**src/rtl/iq_peak_hold.sv**
```systemverilog
// iq_peak_hold: windowed peak-power (I^2+Q^2) detector on an interleaved IQ AXI-Stream.
// The input stream is forwarded unchanged one cycle later. When i_trigger is held high,
// the block measures a window of 2^g_WINDOW_LOG2 IQ pairs and reports the largest power
// seen in that window.
//
// Ports:
//   aclk, areset                 clock, synchronous active-high reset
//   s_axis_tdata/tvalid/tlast    input samples (tlast=0 is an I beat, tlast=1 is a Q beat)
//   m_axis_tdata/tvalid/tlast    input stream delayed by one cycle
//   i_trigger                    level enable for the measurement
//   o_peak_power                 peak I^2+Q^2 of the last completed window
//   o_peak_valid                 one-cycle pulse when o_peak_power updates
//   o_sync_err                   one-cycle pulse on a Q beat that has no held I
//   o_peak_index                 pair index of the peak (only when IQ_PEAK_HOLD_INDEX_EN is defined)
//
// Optional feature macro: IQ_PEAK_HOLD_INDEX_EN
module iq_peak_hold #(
    parameter int unsigned g_DATA_WIDTH  = 16,
    parameter int unsigned g_WINDOW_LOG2 = 8
) (
    input  logic                      aclk,
    input  logic                      areset,
    input  logic [g_DATA_WIDTH-1:0]   s_axis_tdata,
    input  logic                      s_axis_tvalid,
    input  logic                      s_axis_tlast,
    output logic [g_DATA_WIDTH-1:0]   m_axis_tdata,
    output logic                      m_axis_tvalid,
    output logic                      m_axis_tlast,
    input  logic                      i_trigger,
    output logic [2*g_DATA_WIDTH-1:0] o_peak_power,
    output logic                      o_peak_valid,
    output logic                      o_sync_err
`ifdef IQ_PEAK_HOLD_INDEX_EN
    ,
    output logic [g_WINDOW_LOG2-1:0]  o_peak_index
`endif
);

    localparam int unsigned DW = g_DATA_WIDTH;
    localparam int unsigned PW = 2 * g_DATA_WIDTH;
    localparam int unsigned CW = g_WINDOW_LOG2 + 1;
    localparam logic [CW-1:0] WIN_PAIRS = {1'b1, {g_WINDOW_LOG2{1'b0}}};

    typedef enum logic [1:0] {
        ST_IDLE    = 2'd0,
        ST_MEASURE = 2'd1,
        ST_REPORT  = 2'd2
    } state_t;

    // Passthrough registers
    logic [DW-1:0] m_tdata_q;
    logic          m_tvalid_q;
    logic          m_tlast_q;

    // Pair assembly
    logic                 i_held_q,   i_held_d;
    logic signed [DW-1:0] i_data_q,   i_data_d;
    logic                 sync_err_q, sync_err_d;

    // Power pipeline: products, then sum
    logic          prod_vld_q, prod_vld_d;
    logic [PW-1:0] prod_ii_q,  prod_ii_d;
    logic [PW-1:0] prod_qq_q,  prod_qq_d;
    logic          pwr_vld_q,  pwr_vld_d;
    logic [PW-1:0] pwr_q,      pwr_d;

    // Measurement FSM and its registers
    state_t        state_q;
    logic [CW-1:0] cnt_q;
    logic [PW-1:0] peak_q;
    logic [PW-1:0] peak_power_q;
    logic          peak_valid_q;

    logic                 pair_fire_c;
    logic signed [PW-1:0] i_ext_c;
    logic signed [PW-1:0] q_ext_c;
    logic [CW-1:0]        cnt_inc_c;
    logic                 new_peak_c;
    logic [PW-1:0]        peak_nxt_c;

`ifdef IQ_PEAK_HOLD_INDEX_EN
    logic [g_WINDOW_LOG2-1:0] idx_q;
    logic [g_WINDOW_LOG2-1:0] peak_index_q;
    logic [g_WINDOW_LOG2-1:0] idx_nxt_c;
`endif

    // Pair assembly and power pipeline next-state
    always_comb begin
        i_held_d    = i_held_q;
        i_data_d    = i_data_q;
        sync_err_d  = 1'b0;
        pair_fire_c = 1'b0;
        i_ext_c     = PW'(i_data_q);
        q_ext_c     = PW'($signed(s_axis_tdata));

        if (s_axis_tvalid) begin
            if (!s_axis_tlast) begin
                // A repeated I before its Q simply replaces the held sample
                i_held_d = 1'b1;
                i_data_d = $signed(s_axis_tdata);
            end else if (i_held_q) begin
                pair_fire_c = 1'b1;
                i_held_d    = 1'b0;
            end else begin
                sync_err_d = 1'b1;
            end
        end

        prod_vld_d = pair_fire_c;
        prod_ii_d  = prod_ii_q;
        prod_qq_d  = prod_qq_q;
        if (pair_fire_c) begin
            prod_ii_d = PW'(i_ext_c * i_ext_c);
            prod_qq_d = PW'(q_ext_c * q_ext_c);
        end

        pwr_vld_d = prod_vld_q;
        pwr_d     = pwr_q;
        if (prod_vld_q) begin
            // Max is 2*(2^(DW-1))^2 = 2^(PW-1), so the unsigned sum cannot overflow
            pwr_d = prod_ii_q + prod_qq_q;
        end
    end

    // Running-peak candidate for the power currently leaving the pipeline
    always_comb begin
        cnt_inc_c  = cnt_q + CW'(1);
        new_peak_c = (pwr_q > peak_q);
        peak_nxt_c = new_peak_c ? pwr_q : peak_q;
`ifdef IQ_PEAK_HOLD_INDEX_EN
        idx_nxt_c  = new_peak_c ? cnt_q[g_WINDOW_LOG2-1:0] : idx_q;
`endif
    end

    // Passthrough, pair assembly and power pipeline registers
    always_ff @(posedge aclk) begin
        if (areset) begin
            m_tdata_q  <= '0;
            m_tvalid_q <= 1'b0;
            m_tlast_q  <= 1'b0;
            i_held_q   <= 1'b0;
            i_data_q   <= '0;
            sync_err_q <= 1'b0;
            prod_vld_q <= 1'b0;
            prod_ii_q  <= '0;
            prod_qq_q  <= '0;
            pwr_vld_q  <= 1'b0;
            pwr_q      <= '0;
        end else begin
            m_tdata_q  <= s_axis_tdata;
            m_tvalid_q <= s_axis_tvalid;
            m_tlast_q  <= s_axis_tlast;
            i_held_q   <= i_held_d;
            i_data_q   <= i_data_d;
            sync_err_q <= sync_err_d;
            prod_vld_q <= prod_vld_d;
            prod_ii_q  <= prod_ii_d;
            prod_qq_q  <= prod_qq_d;
            pwr_vld_q  <= pwr_vld_d;
            pwr_q      <= pwr_d;
        end
    end

    // Measurement FSM with registered report outputs
    always_ff @(posedge aclk) begin
        if (areset) begin
            state_q      <= ST_IDLE;
            cnt_q        <= '0;
            peak_q       <= '0;
            peak_power_q <= '0;
            peak_valid_q <= 1'b0;
`ifdef IQ_PEAK_HOLD_INDEX_EN
            idx_q        <= '0;
            peak_index_q <= '0;
`endif
        end else begin
            peak_valid_q <= 1'b0;
            case (state_q)
                ST_IDLE: begin
                    if (i_trigger) begin
                        state_q <= ST_MEASURE;
                        cnt_q   <= '0;
                        peak_q  <= '0;
`ifdef IQ_PEAK_HOLD_INDEX_EN
                        idx_q   <= '0;
`endif
                    end
                end
                ST_MEASURE: begin
                    // Dropping the trigger abandons the window, even on its last pair
                    if (!i_trigger) begin
                        state_q <= ST_IDLE;
                    end else if (pwr_vld_q) begin
                        cnt_q  <= cnt_inc_c;
                        peak_q <= peak_nxt_c;
`ifdef IQ_PEAK_HOLD_INDEX_EN
                        idx_q  <= idx_nxt_c;
`endif
                        if (cnt_inc_c == WIN_PAIRS) begin
                            // Report is loaded here so it is visible during REPORT
                            state_q      <= ST_REPORT;
                            peak_power_q <= peak_nxt_c;
                            peak_valid_q <= 1'b1;
`ifdef IQ_PEAK_HOLD_INDEX_EN
                            peak_index_q <= idx_nxt_c;
`endif
                        end
                    end
                end
                ST_REPORT: begin
                    cnt_q   <= '0;
                    peak_q  <= '0;
`ifdef IQ_PEAK_HOLD_INDEX_EN
                    idx_q   <= '0;
`endif
                    state_q <= i_trigger ? ST_MEASURE : ST_IDLE;
                end
                default: begin
                    state_q <= ST_IDLE;
                end
            endcase
        end
    end

    assign m_axis_tdata  = m_tdata_q;
    assign m_axis_tvalid = m_tvalid_q;
    assign m_axis_tlast  = m_tlast_q;
    assign o_peak_power  = peak_power_q;
    assign o_peak_valid  = peak_valid_q;
    assign o_sync_err    = sync_err_q;
`ifdef IQ_PEAK_HOLD_INDEX_EN
    assign o_peak_index  = peak_index_q;
`endif

endmodule

```
**config.mk**
```make
export PLATFORM = sky130hd
export DESIGN_NAME = iq_peak_hold
export DESIGN_NICKNAME = d
export VERILOG_FILES = /design/src/rtl/iq_peak_hold.sv
export SDC_FILE = /design/constraint.sdc
export NUM_CORES = 2
export LEC_CHECK = 0
export ABC_AREA = 1
export CORE_MARGIN = 2
export CORE_UTILIZATION = 41
export DETAILED_ROUTE_END_ITERATION = 10
export PLACE_DENSITY = 0.68
export SKIP_CTS_REPAIR_TIMING = 1
export SLEW_MARGIN = 15
export SYNTH_ARGS = -nofsm -noshare
export SYNTH_HDL_FRONTEND = slang
export SYNTH_SLANG_ARGS = --single-unit
```
**constraint.sdc**
```tcl
create_clock -name aclk -period 7 [get_ports aclk]
set_input_delay 1.4 -clock aclk [delete_from_list [all_inputs] [get_ports aclk]]
set_output_delay 1.4 -clock aclk [all_outputs]
set_load 0.02 [all_outputs]
```
==> flow_summary.json <==
{
  "holdWs_ns": 0.459,
  "seqPwrFrac_pct": 8.3,
  "synthCells": 3889,
  "comb_power_share_pct": 83.3,
  "syn-cell-area_um2": 29600,
  "fin_area_um2": 33200,
  "grt_max_degree": 74,
  "hp-class": "reg -> reg",
  "drive_gt1_share_pct": 6.35,
  "wl_met3_mm": 3.24,
  "syn_avg_cell_area_um2": 7.60,
  "final_cell_mix": "985 x inv_1, 824 x nand2_1, 471 x fa_1, 241 x ha_1, 235 x a21oi_1",
  "maxSlewViolCount": 0,
  "nFillCells": 7103,
  "worstSetupStartpointType": "input port",
  "synth_top_area_share_pct": 31.9,
  "grt_pass1_vias": 25800,
  "relSlewSlack_pct": 26.4,
  "hold_viol_final": 0,
  "critical_path_arrival_ns": 7.13,
  "layout_commonest_cell": "inv_1",
  "maxCapViolations": 0,
  "period_needed_ns": 6.71,
  "routabilityCongestion": 0.947,
  "viasPerCell": 4.88,
  "finClkSkew_ns": 0.0242,
  "n_antenna_cell": 0,
  "syn-num-nets": 4622,
  "ys_warn_count": 0,
  "fin_nets": 4766,
  "cts.reportedPaths.clkPinSlew_ns": 0.06,
  "post-route-drc-count": 0,
  "drt-total-wl_mm": 75.3,
  "ys_ff_latch": 208,
  "wl_met1_mm": 33.0,
  "cts_htree_levels": 1,
  "synthTopCellsByArea": "fa_1 32%, dfxtp_1 14%, inv_1 13%, nand2_1 10%, ha_1 10%",
  "synthDistinctLibCells": 49,
  "cts_tree": "done",
  "gr-total-overflow": 0,
  "cp-end-kind": "flop",
  "sw_frac_of_total_pct": 50.1,
  "critPathRequiredTime_ns": 7.43,
  "syn_to_final_growth_pct": 12.1,
  "core-area_um2": 71500,
  "postPlaceCellArea_um2": 32400,
  "p_switching_w": 0.00766,
  "die_w_um": 273,
  "finalCritPeriodShare_pct": 95.8,
  "wl_per_cell_um": 15.1,
  "seq_area_um2": 4160,
  "multi_input_area_um2": 21100,
  "final_util_pct": 46.4,
  "antenna_found_initial": 1,
  "seq_area_frac_synth_pct": 14.1,
  "start_util_pct": 41.4,
  "vias": 24400,
  "setup_viol": 0,
  "clk_latency_ns": 0.55,
  "synth_edf_count": 0,
  "p_leak_nw": 17.9,
  "grt_pass1_wl_mm": 129,
  "clock-sinks": 208,
  "ys_async_sr_fraction_pct": 0,
  "yosysTopAreaCell": "fa_1",
  "wl_met2_mm": 36.8,
  "rsz0062_at_grt": "no",
  "fin_ws_ns": 0.295,
  "cts_buffers": 24,
  "cts-root-buf": "clkbuf_16",
  "highest_layer": "met4",
  "p_int_w": 0.00762,
  "dr.pass1.iters": 5,
  "setup_tns_ns": 0,
  "clkPwrFrac_pct": 8.4,
  "irDropWorstVdd_uv": 734,
  "clk_path_buf_depth": 3,
  "crit_type": "in -> reg",
  "dpl_worst_slack_ns": -0.210,
  "run_status": "finished clean",
  "die_area_um2": 74300,
  "synth_ff_type": "dfxtp_1",
  "die_h_um": 273,
  "antenna_left": 0,
  "cp_max_fo": 6,
  "portBuffers": 72,
  "grt_usage_pct": 21.3,
  "tightest_slew_ns": 1.10,
  "io_pins": 73,
  "dr.first_iter.drc_count": 1426,
  "fmax_ghz": 0.149,
  "power.density_nw_per_um2": 461,
  "rows": 98,
  "place_hpwl_mm": 62.8
}
[Yosys cell counts, types with 22 or more instances]
library cell,n
o21ai_0,126
nand2_1,824
xnor2_1,23
ha_1,241
nor2_1,185
inv_1,985
dfxtp_1,208
fa_1,471
nand3_1,193
a21oi_1,235
o21bai_1,28
xor2_1,46
nand4_1,45
nor3_1,22
clkbuf_1,119
[metrics by stage]
step                      instances  total power [W]
after detailed placement       4957           0.0140
after CTS                      4999           0.0153
final                          4999           0.0153
after global placement         4957           0.0139
after floorplan                3889          0.00878
after global routing           4999           0.0170
[cells by family (layout without fill, tap and decap cells)]
kind of cell             Yosys count  after routing  share of synthesized area, %
adder cells (fa/ha/maj)          712            712                          42.1
flip-flops                       208            208                          14.1
AO/OA/AOI/OAI                    461            461                          8.64
XOR/XNOR                          70             70                          2.10
buffers and inverters           1130           1290                          14.6
AND/OR/NAND/NOR                 1308           1308                          18.4
[flip-flops by register name (all words and copies together) (netlist names), 2 cells and up]
| name | cells |
|---|---|
| prod_ii_q | 31 |
| pwr_q | 32 |
| i_data_q | 16 |
| m_axis_tdata | 16 |
| peak_q | 32 |
| prod_qq_q | 31 |
| o_peak_power | 32 |
| state_q | 2 |
| cnt_q | 9 |
[critical path, cell delays in order]
cell and delay (ns):
clkdlybuf4s50_1 0.61, nand2_1 0.11, inv_1 0.09, fa_1 0.50, fa_1 0.79, fa_1 0.51, fa_1 0.50, fa_1 0.49
inv_1 0.05, fa_1 0.47, inv_1 0.04, ha_1 0.32, a21oi_1 0.20, o21ai_0 0.18, a21boi_0 0.43, nand3_1 0.12
nand2_1 0.08, nand3_1 0.07, o211ai_1 0.10, inv_1 0.05
[routing by layer]
metal / vias to the layer above / global-route usage (%)
li1: 12000 / -
met1: 11800 / 27.6
met2: 480 / 37.9
met3: 123 / 1.94
met4: 0 / 6.04
met5: - / 0
[final timing paths]
path | from | slack (ns) | endpoint | cells after the start
worst min-delay path | i_held_q | 0.46 | o_sync_err | 1
worst min register to register | i_held_q | 0.46 | o_sync_err | 1
worst max-delay path | s_axis_tdata[2] | 0.29 | prod_qq_q[27] | 20
worst max register to register | i_data_q[15] | 0.61 | prod_ii_q[31] | 21
[area by class of cell]
| cell class | count | area share, % |
|---|---|---|
| flip-flops and latches | 208 | 12.6 |
| well taps | 950 | 3.58 |
| clock inverters | 7 | 0.241 |
| clock buffers | 35 | 2.15 |
| multi-input cells | 2551 | 63.6 |
| repair buffers | 259 | 6.70 |
| inverters | 989 | 11.2 |
[power groups by stage]
stage	sequential (W)	combinational (W)	clock, W
3_3_place_gp	0.00129	0.0126	0
6_report	0.00127	0.0127	0.00129
3_5_place_dp	0.00129	0.0127	0
2_1_floorplan	0.00127	0.00751	0
4_1_cts	0.00127	0.0127	0.00133
5_1_grt	0.00127	0.0144	0.00136
Note: power is estimated with default switching activity, not from simulation.
